<file path="config.mk">
export PLATFORM = sky130hd
export DESIGN_NAME = vmem_rect_fill
export DESIGN_NICKNAME = d
export VERILOG_FILES = /design/src/rtl/vmem_rect_fill_pkg.sv /design/src/rtl/vmem_rect_walker.sv /design/src/rtl/vmem_rect_fill.sv
export SDC_FILE = /design/constraint.sdc
export NUM_CORES = 1
export LEC_CHECK = 0
export BUFFER_PORTS_ARGS = -buffer_cell sky130_fd_sc_hd__buf_2
export CORE_MARGIN = 10
export CORE_UTILIZATION = 55
export DETAILED_ROUTE_END_ITERATION = 10
export PLACE_DENSITY = 0.77
export SYNTH_ARGS = -nofsm -noshare
export SYNTH_HDL_FRONTEND = slang
export SYNTH_SLANG_ARGS = --single-unit
</file>
<file path="constraint.sdc">
create_clock -name clk_i -period 7.7 [get_ports clk_i]
set_input_delay 0.385 -clock clk_i [delete_from_list [all_inputs] [get_ports clk_i]]
set_output_delay 0.385 -clock clk_i [all_outputs]
set_load 0.02 [all_outputs]
</file>
<file path="src/rtl/vmem_rect_fill_pkg.sv">
// Shared definitions for the rectangle-fill engine.
// Contents: register offsets (addr_i[3:2]), CTRL bit indices, default screen
// geometry and the fill FSM state encoding.
package vmem_rect_fill_pkg;

  // Register select values (byte offset bits [3:2])
  localparam logic [1:0] REG_POS   = 2'd0;
  localparam logic [1:0] REG_SIZE  = 2'd1;
  localparam logic [1:0] REG_COLOR = 2'd2;
  localparam logic [1:0] REG_CTRL  = 2'd3;

  // CTRL write bits
  localparam int CTRL_START    = 0;
  localparam int CTRL_ABORT    = 1;
  localparam int CTRL_CLR_DONE = 2;
  localparam int CTRL_IRQ_EN   = 3;

  // CTRL read bits
  localparam int STAT_BUSY     = 0;
  localparam int STAT_DONE     = 1;
  localparam int STAT_IRQ_EN   = 3;

  // Default geometry
  localparam int SCR_W_DEF   = 240;
  localparam int SCR_H_DEF   = 240;
  localparam int VADDR_W_DEF = 16;

  typedef enum logic {
    ST_IDLE = 1'b0,
    ST_RUN  = 1'b1
  } fill_state_e;

endpackage

</file>
<file path="src/rtl/vmem_rect_walker.sv">
// Raster x/y walker for the rectangle-fill engine.
// load  : latch start corner and clipped extents (ew, eh >= 1 guaranteed).
// step  : advance one pixel in raster order.
// cx/cy : current pixel coordinate; last: current pixel is the final one.
module vmem_rect_walker (
  input  logic       clk_i,
  input  logic       rst_ni,
  input  logic       load,
  input  logic       step,
  input  logic [7:0] x0,
  input  logic [7:0] y0,
  input  logic [8:0] ew,
  input  logic [8:0] eh,
  output logic [7:0] cx,
  output logic [7:0] cy,
  output logic       last
);

  logic [7:0] cx_reg, cy_reg, xs_reg;
  logic [8:0] x_last_reg, y_last_reg;
  logic [8:0] x_last_next, y_last_next;
  logic       row_end;

  // 9-bit sums: x0 + ew tops out at the screen width and never wraps.
  assign x_last_next = {1'b0, x0} + ew - 9'd1;
  assign y_last_next = {1'b0, y0} + eh - 9'd1;

  assign row_end = ({1'b0, cx_reg} == x_last_reg);
  assign last    = row_end && ({1'b0, cy_reg} == y_last_reg);
  assign cx      = cx_reg;
  assign cy      = cy_reg;

  always_ff @(posedge clk_i) begin
    if (!rst_ni) begin
      cx_reg     <= '0;
      cy_reg     <= '0;
      xs_reg     <= '0;
      x_last_reg <= '0;
      y_last_reg <= '0;
    end else if (load) begin
      cx_reg     <= x0;
      cy_reg     <= y0;
      xs_reg     <= x0;
      x_last_reg <= x_last_next;
      y_last_reg <= y_last_next;
    end else if (step) begin
      if (row_end) begin
        cx_reg <= xs_reg;
        cy_reg <= cy_reg + 8'd1;
      end else begin
        cx_reg <= cx_reg + 8'd1;
      end
    end
  end

endmodule

</file>
<file path="src/rtl/vmem_rect_fill.sv">
// Memory-mapped rectangle-fill engine feeding the video memory write port.
// The CPU programs POS/SIZE/COLOR, then writes CTRL.START; one pixel is
// written per unstalled cycle in raster order, clipped to the screen.
// Ports: clk_i/rst_ni (sync, active-low); we_i/addr_i/wdata_i register
// writes; rdata_o registered read (1-cycle latency); vmem_stall_i CPU owns
// vmem; vmem_we_o/vmem_addr_o/vmem_wdata_o pixel write; irq_o completion.
// Optional build macro: VMEM_RECT_FILL_IRQ_EN (irq_o = done & irq_en);
// when undefined irq_o is 0 and CTRL bit3 reads 0.
module vmem_rect_fill
  import vmem_rect_fill_pkg::*;
#(
  parameter int SCR_W   = SCR_W_DEF,
  parameter int SCR_H   = SCR_H_DEF,
  parameter int VADDR_W = VADDR_W_DEF
) (
  input  logic               clk_i,
  input  logic               rst_ni,
  input  logic               we_i,
  input  logic [3:0]         addr_i,
  input  logic [31:0]        wdata_i,
  output logic [31:0]        rdata_o,
  input  logic               vmem_stall_i,
  output logic               vmem_we_o,
  output logic [VADDR_W-1:0] vmem_addr_o,
  output logic [7:0]         vmem_wdata_o,
  output logic               irq_o
);

  logic [7:0]  x0_reg, y0_reg, color_reg, col_reg;
  logic [8:0]  w_reg, h_reg;
  logic        done_reg, done_next;
  logic        irq_en_q;
  logic [31:0] rdata_reg, rdata_next;
  fill_state_e state_reg, state_next;

  logic [3:0]  reg_sel;
  logic        ctrl_wr, start_cmd, abort_cmd, clr_cmd;
  logic [8:0]  room_x, room_y, ew, eh;
  logic        empty, load, step, last;
  logic [7:0]  cx, cy;
  logic        unused_bits;

  genvar gi;
  generate
    for (gi = 0; gi < 4; gi++) begin : g_sel
      assign reg_sel[gi] = (addr_i[3:2] == 2'(gi));
    end
  endgenerate

  assign ctrl_wr   = we_i & reg_sel[REG_CTRL];
  // ABORT dominates START in the same write.
  assign start_cmd = ctrl_wr & wdata_i[CTRL_START] & ~wdata_i[CTRL_ABORT];
  assign abort_cmd = ctrl_wr & wdata_i[CTRL_ABORT];
  assign clr_cmd   = ctrl_wr & wdata_i[CTRL_CLR_DONE];

  // Clip extents to the screen; room_* is only meaningful when not empty.
  assign room_x = 9'(SCR_W) - {1'b0, x0_reg};
  assign room_y = 9'(SCR_H) - {1'b0, y0_reg};
  assign ew     = (w_reg < room_x) ? w_reg : room_x;
  assign eh     = (h_reg < room_y) ? h_reg : room_y;
  assign empty  = ({1'b0, x0_reg} >= 9'(SCR_W)) | ({1'b0, y0_reg} >= 9'(SCR_H)) |
                  (w_reg == 9'd0) | (h_reg == 9'd0);

  assign step = (state_reg == ST_RUN) & ~vmem_stall_i;

  vmem_rect_walker u_walker (
    .clk_i  (clk_i),
    .rst_ni (rst_ni),
    .load   (load),
    .step   (step),
    .x0     (x0_reg),
    .y0     (y0_reg),
    .ew     (ew),
    .eh     (eh),
    .cx     (cx),
    .cy     (cy),
    .last   (last)
  );

  always_comb begin
    state_next = state_reg;
    done_next  = done_reg;
    load       = 1'b0;
    // Clear first so a completion in the same cycle wins.
    if (clr_cmd) done_next = 1'b0;
    case (state_reg)
      ST_IDLE: begin
        if (start_cmd) begin
          if (empty) begin
            done_next = 1'b1;
          end else begin
            state_next = ST_RUN;
            load       = 1'b1;
          end
        end
      end
      ST_RUN: begin
        if (abort_cmd) begin
          state_next = ST_IDLE;
        end else if (step && last) begin
          state_next = ST_IDLE;
          done_next  = 1'b1;
        end
      end
      default: state_next = ST_IDLE;
    endcase
  end

`ifdef VMEM_RECT_FILL_IRQ_EN
  logic irq_en_reg;
  always_ff @(posedge clk_i) begin
    if (!rst_ni)      irq_en_reg <= 1'b0;
    else if (ctrl_wr) irq_en_reg <= wdata_i[CTRL_IRQ_EN];
  end
  assign irq_en_q = irq_en_reg;
  assign irq_o    = done_reg & irq_en_reg;
`else
  assign irq_en_q = 1'b0;
  assign irq_o    = 1'b0;
`endif

  always_comb begin
    rdata_next = '0;
    case (addr_i[3:2])
      REG_POS:   rdata_next = {16'd0, y0_reg, x0_reg};
      REG_SIZE:  rdata_next = {7'd0, h_reg, 7'd0, w_reg};
      REG_COLOR: rdata_next = {24'd0, color_reg};
      default: begin
        rdata_next[STAT_BUSY]   = (state_reg == ST_RUN);
        rdata_next[STAT_DONE]   = done_reg;
        rdata_next[STAT_IRQ_EN] = irq_en_q;
      end
    endcase
  end

  always_ff @(posedge clk_i) begin
    if (!rst_ni) begin
      state_reg <= ST_IDLE;
      done_reg  <= 1'b0;
      x0_reg    <= '0;
      y0_reg    <= '0;
      w_reg     <= '0;
      h_reg     <= '0;
      color_reg <= '0;
      col_reg   <= '0;
      rdata_reg <= '0;
    end else begin
      state_reg <= state_next;
      done_reg  <= done_next;
      rdata_reg <= rdata_next;
      if (load) col_reg <= color_reg;
      if (we_i && reg_sel[REG_POS]) begin
        x0_reg <= wdata_i[7:0];
        y0_reg <= wdata_i[15:8];
      end
      if (we_i && reg_sel[REG_SIZE]) begin
        w_reg <= wdata_i[8:0];
        h_reg <= wdata_i[24:16];
      end
      if (we_i && reg_sel[REG_COLOR]) color_reg <= wdata_i[7:0];
    end
  end

  assign rdata_o      = rdata_reg;
  assign vmem_we_o    = step;
  assign vmem_addr_o  = (state_reg == ST_RUN) ? VADDR_W'({cy, cx}) : '0;
  assign vmem_wdata_o = (state_reg == ST_RUN) ? col_reg : 8'd0;

  assign unused_bits = ^{wdata_i[31:25], addr_i[1:0]};

endmodule

</file>
After elaboration in Yosys (flattened, before gate mapping)
Cells that the tools add are included.
{"block": "totals", "ff_bits": 126, "in_bits": 40, "word_cells": 80}
{"block": "classes", "add_sub_neg": 8, "n_lt_le_gt_ge": 4, "n_eq_ne": 5, "mux": 26, "bitwise_logic": 12, "reduce_logical": 11}
{"cell": "21-bit one-hot mux with 3 select lines", "n": 1}
{"cell": "8-bit 2-to-1 mux", "n": 7}
{"cell": "8-bit by 9-bit adder with 9-bit output", "n": 2}
{"cell": "8-bit by 9-bit equality test with 1-bit output", "n": 2}
{"cell": "9-bit zero test", "n": 2}
{"cell": "9-bit less-than comparator", "n": 2}
{"cell": "9-bit 2-to-1 mux", "n": 2}
{"cell": "8-bit by 8-bit subtractor with 9-bit output (first input constant)", "n": 2}
{"cell": "9-bit by 1-bit subtractor with 9-bit output (second input constant)", "n": 2}
{"cell": "8-bit by 1-bit adder with 8-bit output (second input constant)", "n": 2}
{"cell": "8-bit greater-or-equal comparator (second input constant)", "n": 2}
{"cell": "16-bit 2-to-1 mux", "n": 1}
{"cell": "1-bit 2-to-1 mux", "n": 10}
{"cell": "1-bit AND", "n": 6}
{"cell": "1-bit one-hot mux with 3 select lines", "n": 2}
{"cell": "2-bit one-hot mux with 3 select lines", "n": 1}
{"cell": "1-bit logical AND", "n": 5}
{"cell": "2-bit equality test (second input constant)", "n": 2}
{"cell": "1-bit one-hot mux with 2 select lines", "n": 2}
{"cell": "2-bit nonzero test", "n": 2}
{"cell": "1-bit inverter", "n": 3}
{"cell": "1-bit OR", "n": 3}
{"cell": "2-bit by 1-bit equality test with 1-bit output (second input constant)", "n": 1}
{"cell": "2-bit zero test", "n": 1}
{"cell": "2-bit AND reduction", "n": 1}

Depth between registers and ports, before layout
Gate-level depths: netlist (run 1).
{"block": "logic_depth", "ltp_word": 9, "ltp_mapped": 23, "depth_no_buf": 22}

By module
A second synthesis (run 1) with hierarchy kept.
{"block": "unflattened", "hier_cells": 843, "hier_area_um2": 7095.6}
{"module": "vmem_rect_fill", "instances": 1, "cells_each": 465, "area_each_um2": 4018.9, "seq_area_each_um2": 1541.5}
{"module": "vmem_rect_walker", "instances": 1, "cells_each": 378, "area_each_um2": 3076.7, "seq_area_each_um2": 840.8}

Worst setup path before layout (run 1)
No wires, ideal clock.
{"block": "synth_path", "kind": "register -> register", "startpoint": "register x0_reg[0]", "endpoint": "register u_walker.x_last_reg[8]", "setup_time_ns": 0.083, "arrival_time_ns": 4.419, "setup_slack_ns": 3.198, "path_stages_with_launch": 21, "n_path_buf": 1, "period_less_slack_ns": 4.502, "path_cell_list": "dfxtp_1 -> inv_1 -> ha_1 -> nor3b_1 -> nor3_1 -> xnor2_1 -> ha_1 -> nand4_1 -> nor3_1 -> a211oi_1 -> clkbuf_1 -> a21oi_1 -> ha_1 -> inv_1 -> ha_1 -> a21oi_1 -> o211ai_1 -> a2111oi_0 -> nor3_1 -> a2111o_1 -> o221ai_1"}
{"block": "synth_via", "elab_chain_cells": 7, "elab_cells_between_ends": 12}
{"item": "start: declaration", "line": "vmem_rect_fill.sv:29", "source": "logic [7:0] x0_reg, y0_reg, color_reg, col_reg;"}
{"item": "start signal: assignment", "line": "vmem_rect_fill.sv:153", "source": "x0_reg <= wdata_i[7:0];"}
{"item": "branches (longest 7 deep; another with 8-bit by 8-bit subtractor with 9-bit output)"}
{"item": "end signal: assignment", "line": "vmem_rect_walker.sv:44", "source": "x_last_reg <= x_last_next;"}
{"item": "end: declaration", "line": "vmem_rect_walker.sv:20", "source": "logic [8:0] x_last_reg, y_last_reg;"}
Parallel ways; which one is timed is not known.
A chain may end at the register's enable or synchronous reset.

Final worst setup path (run 1)
Same ends and word-level chain as after synthesis.

==> results_dict.tcl, run 1 <==
set metrics [dict create \
    status "finished, final reports clean" \
    area_delta_synth_final_pct 15.10 \
    crit_type "reg -> reg" \
    maxSlewViolCount 0 \
    netlist_instances 849 \
    pwr-share-clk 0.503 \
    place_congestion 0.8904 \
    cp-end-kind "flip-flop" \
    worstHoldPathType "in -> reg" \
    multi_input_area_mm2 0.003859 \
    critical-path-max-stage-delay_ns 0.74 \
    drive_gt1_frac 0.1418 \
    synth_cell_types 60 \
    power_density_mw_per_mm2 213.6 \
    io_pins 98 \
    path_clk_slew_ns 0.06 \
    first_iter_violations 560 \
    die_h_um 130.5 \
    holdPathStages 3 \
    cts_made_buffers 17 \
    grt_pass1_wl_um 28790 \
    synth-seq-cells 119 \
    root_buffer "clkbuf_16" \
    syn_area_per_cell_um2 7.904 \
    post_dp_cell_area_mm2 0.007107 \
    dr.pass1.iters 5 \
    clock-sinks 119 \
    fin_crit_sh 0.6751 \
    n_antenna_cell 0 \
    async_flop_share 0 \
    insertion_delay_ns 0.43 \
    placementRows 40 \
    power_frac_seq 0.388 \
    fin_area_mm2 0.007724 \
    period_minus_slack_ns 5.199 \
    grt_max_degree 54 \
    antenna_left 0 \
    swShare 0.2626 \
    start_kind "flip-flop" \
    dp_hpwl_um 12440 \
    cts_tree "yes" \
    synth_enable_flop_cells 0 \
    timing.critical_path.mode_cell "ha_1" \
    vias 6086 \
    power.switching_uw 433.3 \
    syn_area_mm2 0.006710 \
    grt_antenna_before_repair 0 \
    hold_buffers 0 \
    p_comb_frac 0.110 \
    worst_pin_slew_ns 1.145 \
    drc 0 \
    fin_nets 996 \
    p_leak_uw 0.003263 \
    rsz0062_at_grt "false" \
    grt.overflow.total 0 \
    core_region_area_mm2 0.01196 \
    whs_ns 0.1924 \
    p_total_uw 1650 \
    die_area_mm2 0.01702 \
    cpMaxStageDelayCell "a211oi_1" \
    final_util 0.6457 \
    die_x_um 130.5 \
    viasPerCell 5.720 \
    timing.fmax_mhz 192.4 \
    register_area_mm2 0.002382 \
    cp_data_arrival_time_ns 5.54 \
    largest_reg_flops 25 \
    crit_path_cell_trace "inv_1 > ha_1 > nor3b_1 > nor3_1 > xnor2_1 > ha_1 > nand4_1 > nor3_1 > a211oi_1 > a21oi_1 > ha_1 > inv_1 > ha_1 > a21oi_1 > o211ai_1 > a2111oi_0 > nor3_1 > a2111o_1 > o221ai_1" \
    finalClockSkew_ns 0.009400 \
    hold_viol 0 \
    wirelength_um 17650 \
    initial_utilization 0.5610 \
    cp.required_ns 8.04 \
    post_drt_wl_per_cell_um 16.59 \
    internal_power_uw 1217 \
    ys.flop_type "dfxtp_1" \
    setup_viol 0 \
    yosys_warnings 0 \
    cts.htree.levels 4 \
    fill_cells 1034 \
    relSlewSlack 0.2351 \
    synth_seq_area_share 0.3550 \
    ir_drop_mv 0.1580 \
    clockBufferDepth 2 \
    drv_cap 0 \
    cts-resized-gates 0 \
    grt_usage 0.2127 \
    portBuffers 80 \
    crit_fanout 8 \
    reg2reg_depth 19 \
    cts_setup_buffers 0 \
    fin_tns_setup_ns 0 \
    grt_pass1_vias 5769 \
]
area by class of cell:
class,instances,area share
Timing Repair Buffer,86,0.05767
Clock buffer,18,0.05556
Inverter,63,0.03062
Multi-Input combinational cell,617,0.4996
Clock inverter,14,0.02430
Tap cell,147,0.02381
Sequential cell,119,0.3084
per-layer routing:
metal  vias up  part of all wire  GRT usage
li1       2989                 -          -
met1      2870              0.43     0.2630
met2       202              0.49     0.3559
met3        25             0.061    0.05479
met4         0             0.013    0.06671
met5         -                 0          0
placed cells by master (no fill, tap or decap), types with 17 or more instances in the layout:
cell type  netlist  final
clkbuf_16        0     17
inv_1           62     61
nor2_1          45     45
ha_1            50     50
buf_2            3     80
mux2i_1         18     18
dfxtp_1        119    119
nand3_1         22     22
and2_1          28     28
nand2_1        149    149
xnor2_1         31     31
a21oi_1         92     92
nor3_1          19     19
worst paths after layout:
kind                                   from  slack [ns]                      to
worst max-delay path              x0_reg[0]        2.50  u_walker.x_last_reg[8]
worst min-delay path            wdata_i[17]        0.19                h_reg[1]
worst max register to register    x0_reg[0]        2.50  u_walker.x_last_reg[8]
worst min register to register   col_reg[1]        0.45              col_reg[1]
cell families (layout without fill, tap and decap cells):
logic type	Yosys count	count (layout)	synth area share
multiplexers	22	22	0.03692
flip-flops	119	119	0.3550
AND/OR/NAND/NOR	327	327	0.2307
XOR/XNOR	42	42	0.05482
buffers and inverters	120	181	0.07458
AO/OA/AOI/OAI	166	166	0.1482
other	1	8	0.0005589
adder cells (fa/ha/maj)	52	52	0.09920
power by group through the flow:
| stage | Clock (uW) | Sequential (uW) | Combinational (uW) |
|---|---|---|---|
| after global routing | 869 | 640 | 207 |
| final | 829 | 639 | 181 |
| after floorplan | 0 | 648 | 140 |
| after CTS | 842 | 639 | 181 |
| after detailed placement | 0 | 652 | 179 |
| after global placement | 0 | 652 | 175 |
worst max-delay path, delay by kind of cell, from the launching register on:
kind,cells,cell delay [ns]
XOR/XNOR,1,0.20
adder cells (fa/ha/maj),4,1.17
flip-flops,1,0.40
buffers and inverters,2,0.18
AO/OA/AOI/OAI,7,2.28
AND/OR/NAND/NOR,5,0.90
stage by stage:
stage / worst slack, ns / std cells
after floorplan: 3.198 / 856
after CTS: 2.587 / 1064
final: 2.501 / 1064
after global routing: 2.017 / 1064
after detailed placement: 2.659 / 1032
after global placement: 2.714 / 1032
synth_stat cells (all sizes together) (4+ instances only):
cell	number	area share
a211oi	8	0.0090
a21oi	92	0.069
a31oi	13	0.012
and2	28	0.026
and3	13	0.012
buf	15	0.016
clkbuf	42	0.024
dfxtp	119	0.36
ha	50	0.093
inv	62	0.035
mux2i	18	0.027
nand2	149	0.083
nand2b	8	0.0075
nand3	22	0.016
nand4	8	0.0075
nor2	46	0.026
nor2b	7	0.0065
nor3	19	0.014
nor3b	6	0.0067
nor4	5	0.0047
o211ai	10	0.011
o21a	4	0.0045
o21ai	15	0.011
or4	6	0.0084
xnor2	31	0.040
xor2	11	0.014
Note: power is estimated with default switching activity, not from simulation.
==> run 2: changes to the inputs <==
- CORE_UTILIZATION: 55 -> 52
- clock period: 7.7 -> 4.4 ns (I/O delays scaled with it)
==> results_dict.tcl, run 2 (same netlist as run 1, synthesis figures left out) <==
set metrics [dict create \
    setup_viol 0 \
    status "finished, final reports clean" \
    p_leak_uw 0.003492 \
    fin_area_mm2 0.008230 \
    grt_max_degree 58 \
    die_x_um 133.6 \
    drive_gt1_frac 0.2141 \
    hold_buffers 0 \
    p_comb_frac 0.130 \
    final_cells 1125 \
    crit_type "reg -> reg" \
    fin_crit_sh 0.9932 \
    internal_power_uw 2173 \
    final_util 0.6522 \
    crit_family "compound AO/OA/AOI/OAI gates" \
    post_drt_wl_per_cell_um 17.20 \
    power_frac_seq 0.382 \
    cts.htree.levels 4 \
    crit_path_cell_trace "or4_4 > nand4_1 > xnor2_1 > ha_1 > nand4_1 > nor3_2 > a211oi_2 > buf_6 > nor2_1 > a21oi_2 > ha_1 > inv_2 > ha_1 > a21oi_2 > o211ai_1 > a2111oi_2 > nor3_2 > a2111o_1 > o221ai_1" \
    grt_pass1_vias 6078 \
    met2_usage 0.3532 \
    antenna_left 0 \
    period_minus_slack_ns 4.370 \
    dp_hpwl_um 13030 \
    first_iter_violations 510 \
    clock-sinks 119 \
    wirelength_um 19350 \
    drc 0 \
    root_buffer "clkbuf_16" \
    ir_drop_mv 0.2718 \
    dr.pass1.iters 5 \
    largest_reg_flops 25 \
    drv_cap 0 \
    grt_usage 0.2080 \
    maxSlewViolCount 0 \
    timing.fmax_mhz 228.8 \
    cp-end-kind "flip-flop" \
    dp_slack_ns -0.05048 \
    die_area_mm2 0.01785 \
    insertion_delay_ns 0.43 \
    area_delta_synth_final_pct 22.66 \
    fin_nets 1032 \
    grt_pass1_wl_um 30330 \
    relSlewSlack 0.1697 \
    timing.critical_path.mode_cell "ha_1" \
    hold_viol 0 \
    die_h_um 133.6 \
    busiest_layer "met2" \
    core_region_area_mm2 0.01262 \
    place_congestion 0.9210 \
    grt_antenna_before_repair 0 \
    grt.overflow.total 0 \
    post_dp_cell_area_mm2 0.007331 \
    worstHoldPathType "in -> reg" \
    p_total_uw 2923 \
    pwr-share-clk 0.487 \
    critPathBufInv 2 \
    power_density_mw_per_mm2 355.2 \
    power.switching_uw 750.8 \
    path_clk_slew_ns 0.06 \
    layout_common_cells "nand2_1, dfxtp_1, a21oi_1" \
    start_kind "flip-flop" \
    worst_pin_slew_ns 1.240 \
    cts_tree "yes" \
    use_met1 0.2424 \
    viasPerCell 5.621 \
    clockBufferDepth 2 \
    cp.required_ns 4.75 \
    cp_data_arrival_time_ns 4.72 \
    crit_fanout 7 \
    finalWorstSetupSlack_ns 0.02981 \
    vias 6324 \
    finalClockSkew_ns 0.005453 \
    placementRows 41 \
    layout_commonest_cell "nand2_1" \
    cpMaxStageDelayCell "or4_4" \
    critical-path-max-stage-delay_ns 0.53 \
    initial_utilization 0.5317 \
    placedCellCount 1082 \
    portBuffers 80 \
    fill_cells 1060 \
    io_pins 98 \
    grt_use_met3 0.05376 \
    cts_made_buffers 17 \
    swShare 0.2568 \
    n_antenna_cell 0 \
]
## run 2: cell count changes in the layout (fill, tap and decap cells not counted), moves of 4 or more
cell / change
inv_6: -5
dfxtp_1: -6
buf_4: +33
clkinv_2: +4
nor3_2: +4
a21oi_1: -6
ha_1: -4
dfxtp_2: +5
nor3_1: -4
a21oi_2: +6
## run 2: layer usage
layer	share of wire	vias to the layer above
met5	0	-
met4	0.023	0
met3	0.072	38
met2	0.50	254
met1	0.41	2972
li1	-	3060
## run 2: worst register-to-register path: stages, from the launching register on
cell and delay [ns]:
dfxtp_4 0.38, or4_4 0.53, nand4_1 0.13, xnor2_1 0.09, ha_1 0.31, nand4_1 0.15, nor3_2 0.26, a211oi_2 0.07
buf_6 0.14, nor2_1 0.14, a21oi_2 0.07, ha_1 0.34, inv_2 0.04, ha_1 0.31, a21oi_2 0.17, o211ai_1 0.16
a2111oi_2 0.43, nor3_2 0.10, a2111o_1 0.39, o221ai_1 0.07
## run 2: power groups by stage
stage	registers, uW	clock network (uW)	logic, uW
2_1_floorplan	1130	0	245
3_3_place_gp	1140	0	327
3_5_place_dp	1140	0	333
4_1_cts	1120	1430	340
5_1_grt	1120	1480	420
6_report	1120	1430	381
## run 2: final timing paths
check                    from                endpoint  slack, ns  cells past startpoint
setup / recovery    x0_reg[2]  u_walker.x_last_reg[8]       0.03                     19
hold / removal    wdata_i[11]               y0_reg[3]       0.03                      3
hold reg to reg    col_reg[4]              col_reg[4]       0.45                      2
setup reg to reg    x0_reg[2]  u_walker.x_last_reg[8]       0.03                     19
## run 2: timing repair
action	in CTS	in global routing
pin swaps	0	30
gates cloned	0	1
buffers inserted	1	9
gates resized for setup	3	48
setup endpoints to repair	3	5
## run 2: area by class of cell
| cell class | instances | area [um2] | area share |
|---|---|---|---|
| flip-flops and latches | 119 | 2392 | 0.2907 |
| well taps | 172 | 215.2 | 0.02615 |
| multi-input cells | 617 | 4044 | 0.4913 |
| clock buffers | 20 | 456.7 | 0.05549 |
| inverters | 63 | 236.5 | 0.02873 |
| clock inverters | 12 | 150.1 | 0.01824 |
| repair buffers | 122 | 735.7 | 0.08939 |
## run 2: through the flow
| step | TNS, ns | hold slack (ns) |
|---|---|---|
| finish | 0 | 0.02731 |
| global route | -0.3605 | 0.03297 |
| CTS | 0 | 0.01897 |
| detailed placement | -0.05048 | 0.4423 |
| global placement | -0.01183 | 0.4394 |
| floorplan | 0 | 0.3560 |
